## config.mk

```make
export PLATFORM = sky130hd
export DESIGN_NAME = int_ctrl16
export DESIGN_NICKNAME = d
export VERILOG_FILES = /design/src/rtl/int_ctrl_pkg.sv /design/src/rtl/prio16_4.sv /design/src/rtl/int_ctrl16.sv
export SDC_FILE = /design/constraint.sdc
export NUM_CORES = 1
export LEC_CHECK = 0
export BUFFER_PORTS_ARGS = -buffer_cell sky130_fd_sc_hd__buf_4
export CAP_MARGIN = 20
export CORE_MARGIN = 5
export CORE_UTILIZATION = 55
export DETAILED_ROUTE_END_ITERATION = 8
export PLACE_DENSITY = 0.95
export SETUP_SLACK_MARGIN = 0.05
export SYNTH_ARGS = -nofsm -noshare
export SYNTH_HDL_FRONTEND = slang
export SYNTH_SLANG_ARGS = --single-unit
```

## constraint.sdc

```tcl
create_clock -name CP -period 4.1 [get_ports CP]
set_clock_uncertainty 0.05 [all_clocks]
set_input_delay 0.41 -clock CP [delete_from_list [all_inputs] [get_ports CP]]
set_output_delay 0.41 -clock CP [all_outputs]
set_load 0.02 [all_outputs]
```

## src/rtl/int_ctrl_pkg.sv

```systemverilog
// Shared constants and state encodings for the 16-line fixed-priority interrupt controller.
package int_ctrl_pkg;
   localparam int N_IRQ = 16;
   localparam int VEC_W = 4;

   localparam logic [1:0] IDLE    = 2'd0;
   localparam logic [1:0] ASSERT  = 2'd1;
   localparam logic [1:0] SERVICE = 2'd2;

   function automatic logic [N_IRQ-1:0] onehot(input logic [VEC_W-1:0] idx);
      onehot      = '0;
      onehot[idx] = 1'b1;
   endfunction
endpackage

```

## src/rtl/prio16_4.sv

```systemverilog
// Fixed-priority encoder: index of the highest set request bit, plus a valid flag.
module prio16_4
   import int_ctrl_pkg::*;
(
   input  logic [N_IRQ-1:0] i_req,
   output logic [VEC_W-1:0] o_idx,
   output logic             o_vld
);

   always_comb begin
      o_idx = '0;
      o_vld = |i_req;
      // Ascending scan so the last (highest) set bit overwrites lower ones.
      for (int i = 0; i < N_IRQ; i++) begin
         if (i_req[i]) o_idx = VEC_W'(i);
      end
   end

endmodule

```

## src/rtl/int_ctrl16.sv

```systemverilog
// 16-line interrupt controller: edge-detected requests, maskable, fixed priority,
// single-level INT/INTA/EOI handshake without nesting.
module int_ctrl16
   import int_ctrl_pkg::*;
(
   input  logic             CP,
   input  logic             nCR,
   input  logic [N_IRQ-1:0] IR,
   input  logic             EN,
   input  logic             MASK_WE,
   input  logic [N_IRQ-1:0] MASK_D,
   input  logic             INTA,
   input  logic             EOI,
   output logic             INT,
   output logic [VEC_W-1:0] VEC,
   output logic             GS,
   output logic [N_IRQ-1:0] IRR,
   output logic [N_IRQ-1:0] ISR,
   output logic [N_IRQ-1:0] MASK
);

   logic [1:0]       r_state;
   logic             r_int;
   logic [VEC_W-1:0] r_vec;
   logic [N_IRQ-1:0] r_irr;
   logic [N_IRQ-1:0] r_isr;
   logic [N_IRQ-1:0] r_mask;
   logic [N_IRQ-1:0] r_ir_d;

   logic [N_IRQ-1:0] w_rise;
   logic [N_IRQ-1:0] w_elig;
   logic [N_IRQ-1:0] w_clr;
   logic [VEC_W-1:0] w_idx;
   logic             w_vld;
   logic             w_grant;

   assign w_rise  = IR & ~r_ir_d;
   assign w_elig  = r_irr & ~r_mask;
   // Losing EN or all eligible requests in the same cycle as INTA cancels the grant.
   assign w_grant = (r_state == ASSERT) && INTA && EN && w_vld;
   assign w_clr   = w_grant ? onehot(w_idx) : '0;

   prio16_4 u_prio (
      .i_req (w_elig),
      .o_idx (w_idx),
      .o_vld (w_vld)
   );

   always_ff @(posedge CP or negedge nCR) begin
      if (!nCR) begin
         r_state <= IDLE;
         r_int   <= 1'b0;
         r_vec   <= '0;
         r_irr   <= '0;
         r_isr   <= '0;
         r_mask  <= '1;
         r_ir_d  <= '0;
      end else begin
         r_ir_d <= IR;
         // A fresh edge on the line being granted wins over the grant-clear.
         r_irr  <= (r_irr & ~w_clr) | w_rise;
         if (MASK_WE) r_mask <= MASK_D;
         case (r_state)
            IDLE: begin
               if (EN && w_vld) begin
                  r_state <= ASSERT;
                  r_int   <= 1'b1;
               end
            end
            ASSERT: begin
               if (w_grant) begin
                  r_state <= SERVICE;
                  r_int   <= 1'b0;
                  r_vec   <= w_idx;
                  r_isr   <= r_isr | onehot(w_idx);
               end else if (!EN || !w_vld) begin
                  r_state <= IDLE;
                  r_int   <= 1'b0;
               end
            end
            SERVICE: begin
               if (EOI) begin
                  r_state <= IDLE;
                  r_isr   <= '0;
               end
            end
            default: begin
               r_state <= IDLE;
               r_int   <= 1'b0;
            end
         endcase
      end
   end

   assign INT  = r_int;
   assign VEC  = r_vec;
   assign GS   = w_vld;
   assign IRR  = r_irr;
   assign ISR  = r_isr;
   assign MASK = r_mask;

endmodule

```

==> results.json <==
{
  "h-tree-depth": 3,
  "drt_iter0_drc": 240,
  "ctsHoldBuffers": 0,
  "power_density_nw_per_um2": 414,
  "port_buffers": 91,
  "vias": 2507,
  "area_growth_pct": 30.6,
  "timing.fmax_ghz": 0.383,
  "irDropWorstVdd_mv": 0.279,
  "setup.worst_path.end_class": "primary output",
  "first_pass_iters": 5,
  "clkSinkCount": 71,
  "maxCapViolations": 0,
  "synthArstFlopShare_pct": 100,
  "overflow": 0,
  "min_path_type": "in -> async",
  "outcome": "complete, no violations",
  "cts_setup_buffers": 0,
  "cts.clk_slew.worst_paths_ns": 0.07,
  "start_util_pct": 56.0,
  "ys.warnings.count": 0,
  "finalCritPeriodShare_pct": 63.7,
  "cts_tree": "built",
  "hold_violations": 0,
  "worstPathArrival_ns": 2.15,
  "synth_top_area_share_pct": 45.2,
  "slew_headroom_pct": 43.5,
  "synth_edf_count": 0,
  "syn_area_um2": 3050,
  "p_total_uw": 1650,
  "fp.dieH_um": 84.4,
  "core_area_um2": 5440,
  "rows": 27,
  "grt_pass1_wl_um": 12600,
  "seqCellArea_um2": 1800,
  "synthDistinctLibCells": 50,
  "n_fill_cell": 377,
  "max_slew.worst_pin.slew_ns": 0.848,
  "crit_type": "reg -> out",
  "synth_cells": 263,
  "io_pins": 92,
  "syn_avg_cell_area_um2": 11.6,
  "layout.nets": 399,
  "routedWlPerCell_um": 18.1,
  "setup_viol": 0,
  "die_w_um": 84.4,
  "die-area_um2": 7130,
  "ys_seq_area_share_pct": 59.0,
  "cp.required_ns": 3.64,
  "fin_setup_tns_ns": 0,
  "antenna_found_initial": 0,
  "antenna_left": 0,
  "multi_input_area_um2": 1150,
  "synth_area_leaders": "dfrtp_1, dfstp_2, mux2_2, nand2_1, nand2b_1",
  "post-route-min-period_ns": 2.61,
  "antenna_cells": 0,
  "grt.total_usage_pct": 22.9,
  "drc": 0,
  "clockRootBuffer": "clkbuf_8",
  "cellLeakagePower_uw": 0.00188,
  "synth_ff_type": "dfrtp_1",
  "routabilityCongestion": 0.897,
  "grt_pass1_vias": 2532,
  "post_cts_resized": 0,
  "synth_nets": 301,
  "path_max_fanout": 4,
  "yosys.area.top_type": "dfrtp_1",
  "cts_max_path_buffers": 2,
  "wl_um": 7930,
  "layout-drive-gt1-share_pct": 41.3,
  "slew_viol_final": 0,
  "routed_via_density": 5.72,
  "grt_setup_unrepaired": "false",
  "dpl.hpwl_um": 5920,
  "cp-start-kind": "flop",
  "clock_latency_ns": 0.34,
  "cts_buffers": 9,
  "ys_ff_latch": 71,
  "grt_max_degree": 72
}
[flip-flops by register name (all words and copies together) (netlist names)]
name     flops
INT          1
IRR         16
ISR         16
MASK        16
VEC          4
r_ir_d      16
r_state      2
[worst paths after layout]
kind	startpoint	end	slack [ns]	cells after the start
min in group CP	IR[14]	r_ir_d[14]$_DFF_PN0_	0.13	1
worst min register to register	r_ir_d[1]$_DFF_PN0_	IRR[1]$_DFF_PN0_	0.37	1
worst max-delay path	MASK[5]$_DFFE_PN1P_	GS	1.49	5
max in group asynchronous	nCR	r_ir_d[1]$_DFF_PN0_	3.32	1
worst min-delay path	nCR	IRR[11]$_DFF_PN0_	0.11	1
worst max register to register	MASK[2]$_DFFE_PN1P_	IRR[11]$_DFF_PN0_	1.71	6
[cell families (layout without fill, tap and decap cells)]
| logic type | count (synthesis) | after routing | synth area share, % |
|---|---|---|---|
| AO/OA/AOI/OAI | 60 | 60 | 13.8 |
| buffers and inverters | 24 | 127 | 3.20 |
| flip-flops | 71 | 71 | 59.0 |
| multiplexers | 16 | 16 | 6.04 |
| AND/OR/NAND/NOR | 92 | 92 | 17.9 |
[layer usage]
metal / share of wire [%] / wire (µm) / global-route usage (%)
met4: 2.8 / 225 / 9.93
met5: 0 / 0 / 0
met1: 40 / 3140 / 28.3
met3: 8.5 / 678 / 6.87
met2: 49 / 3880 / 37.3
[worst max-delay path: stages (launching register included)]
cell and delay, ns:
dfstp_2 0.58, nor2b_4 0.06, or4_4 0.56, nor4_4 0.28, nand2_1 0.15, buf_4 0.19
[synthesized netlist by cell type, drive strengths merged (7+ instances only)]
cell type and instances:
a21oi 15, inv 20, nand2 29, o21ai 16, dfstp 16, a22o 8
nor2 9, mux2 16, dfrtp 55, nand2b 15, nand3 7, nor2b 13
[area by class of cell]
class,count,share of cell area [%]
inverter,20,1.89
multi-input combinational,168,29.0
clock buffer,16,4.53
sequential,71,45.2
timing repair buffer,91,17.2
tap,72,2.26
[layout by cell type, fill, tap and decap left out, types with 2 or more instances in the layout]
cell type | Yosys | routed
buf_4 | 0 | 91
dfrtp_1 | 55 | 55
nand2_1 | 28 | 28
inv_1 | 20 | 20
dfstp_2 | 16 | 16
o21ai_0 | 16 | 16
mux2_2 | 15 | 15
nand2b_1 | 14 | 14
a21oi_1 | 14 | 14
clkbuf_8 | 0 | 12
nor2b_1 | 11 | 11
nor2_1 | 8 | 8
a22o_1 | 8 | 8
nand3_1 | 6 | 6
clkbuf_1 | 3 | 4
and2_1 | 3 | 3
o41ai_1 | 3 | 3
a31oi_1 | 3 | 3
o311a_1 | 3 | 3
and2b_2 | 2 | 2
nand4_1 | 2 | 2
nor4_1 | 2 | 2
a21o_1 | 2 | 2
[power by group]
group | switching, µW | leakage [µW] | internal, µW
Combinational | 197 | 0.00100 | 139
Clock | 234 | 0.0000910 | 271
Sequential | 40.1 | 0.000790 | 768
Total | 471 | 0.00188 | 1180
[metrics by stage]
stage | setup WS (ns) | utilization, % | hold slack (ns) | std cells | area [µm²]
detailed placement | 1.78 | 69.8 | 0.366 | 422 | 3800
CTS | 1.48 | 73.1 | 0.120 | 438 | 3980
floorplan | 1.92 | - | 0.0644 | 263 | 3050
global route | 1.39 | 73.1 | 0.118 | 438 | 3980
global placement | 1.85 | 69.8 | 0.354 | 422 | 3800
finish | 1.49 | 73.1 | 0.110 | 438 | 3980
(Power assumes the default switching activity.)
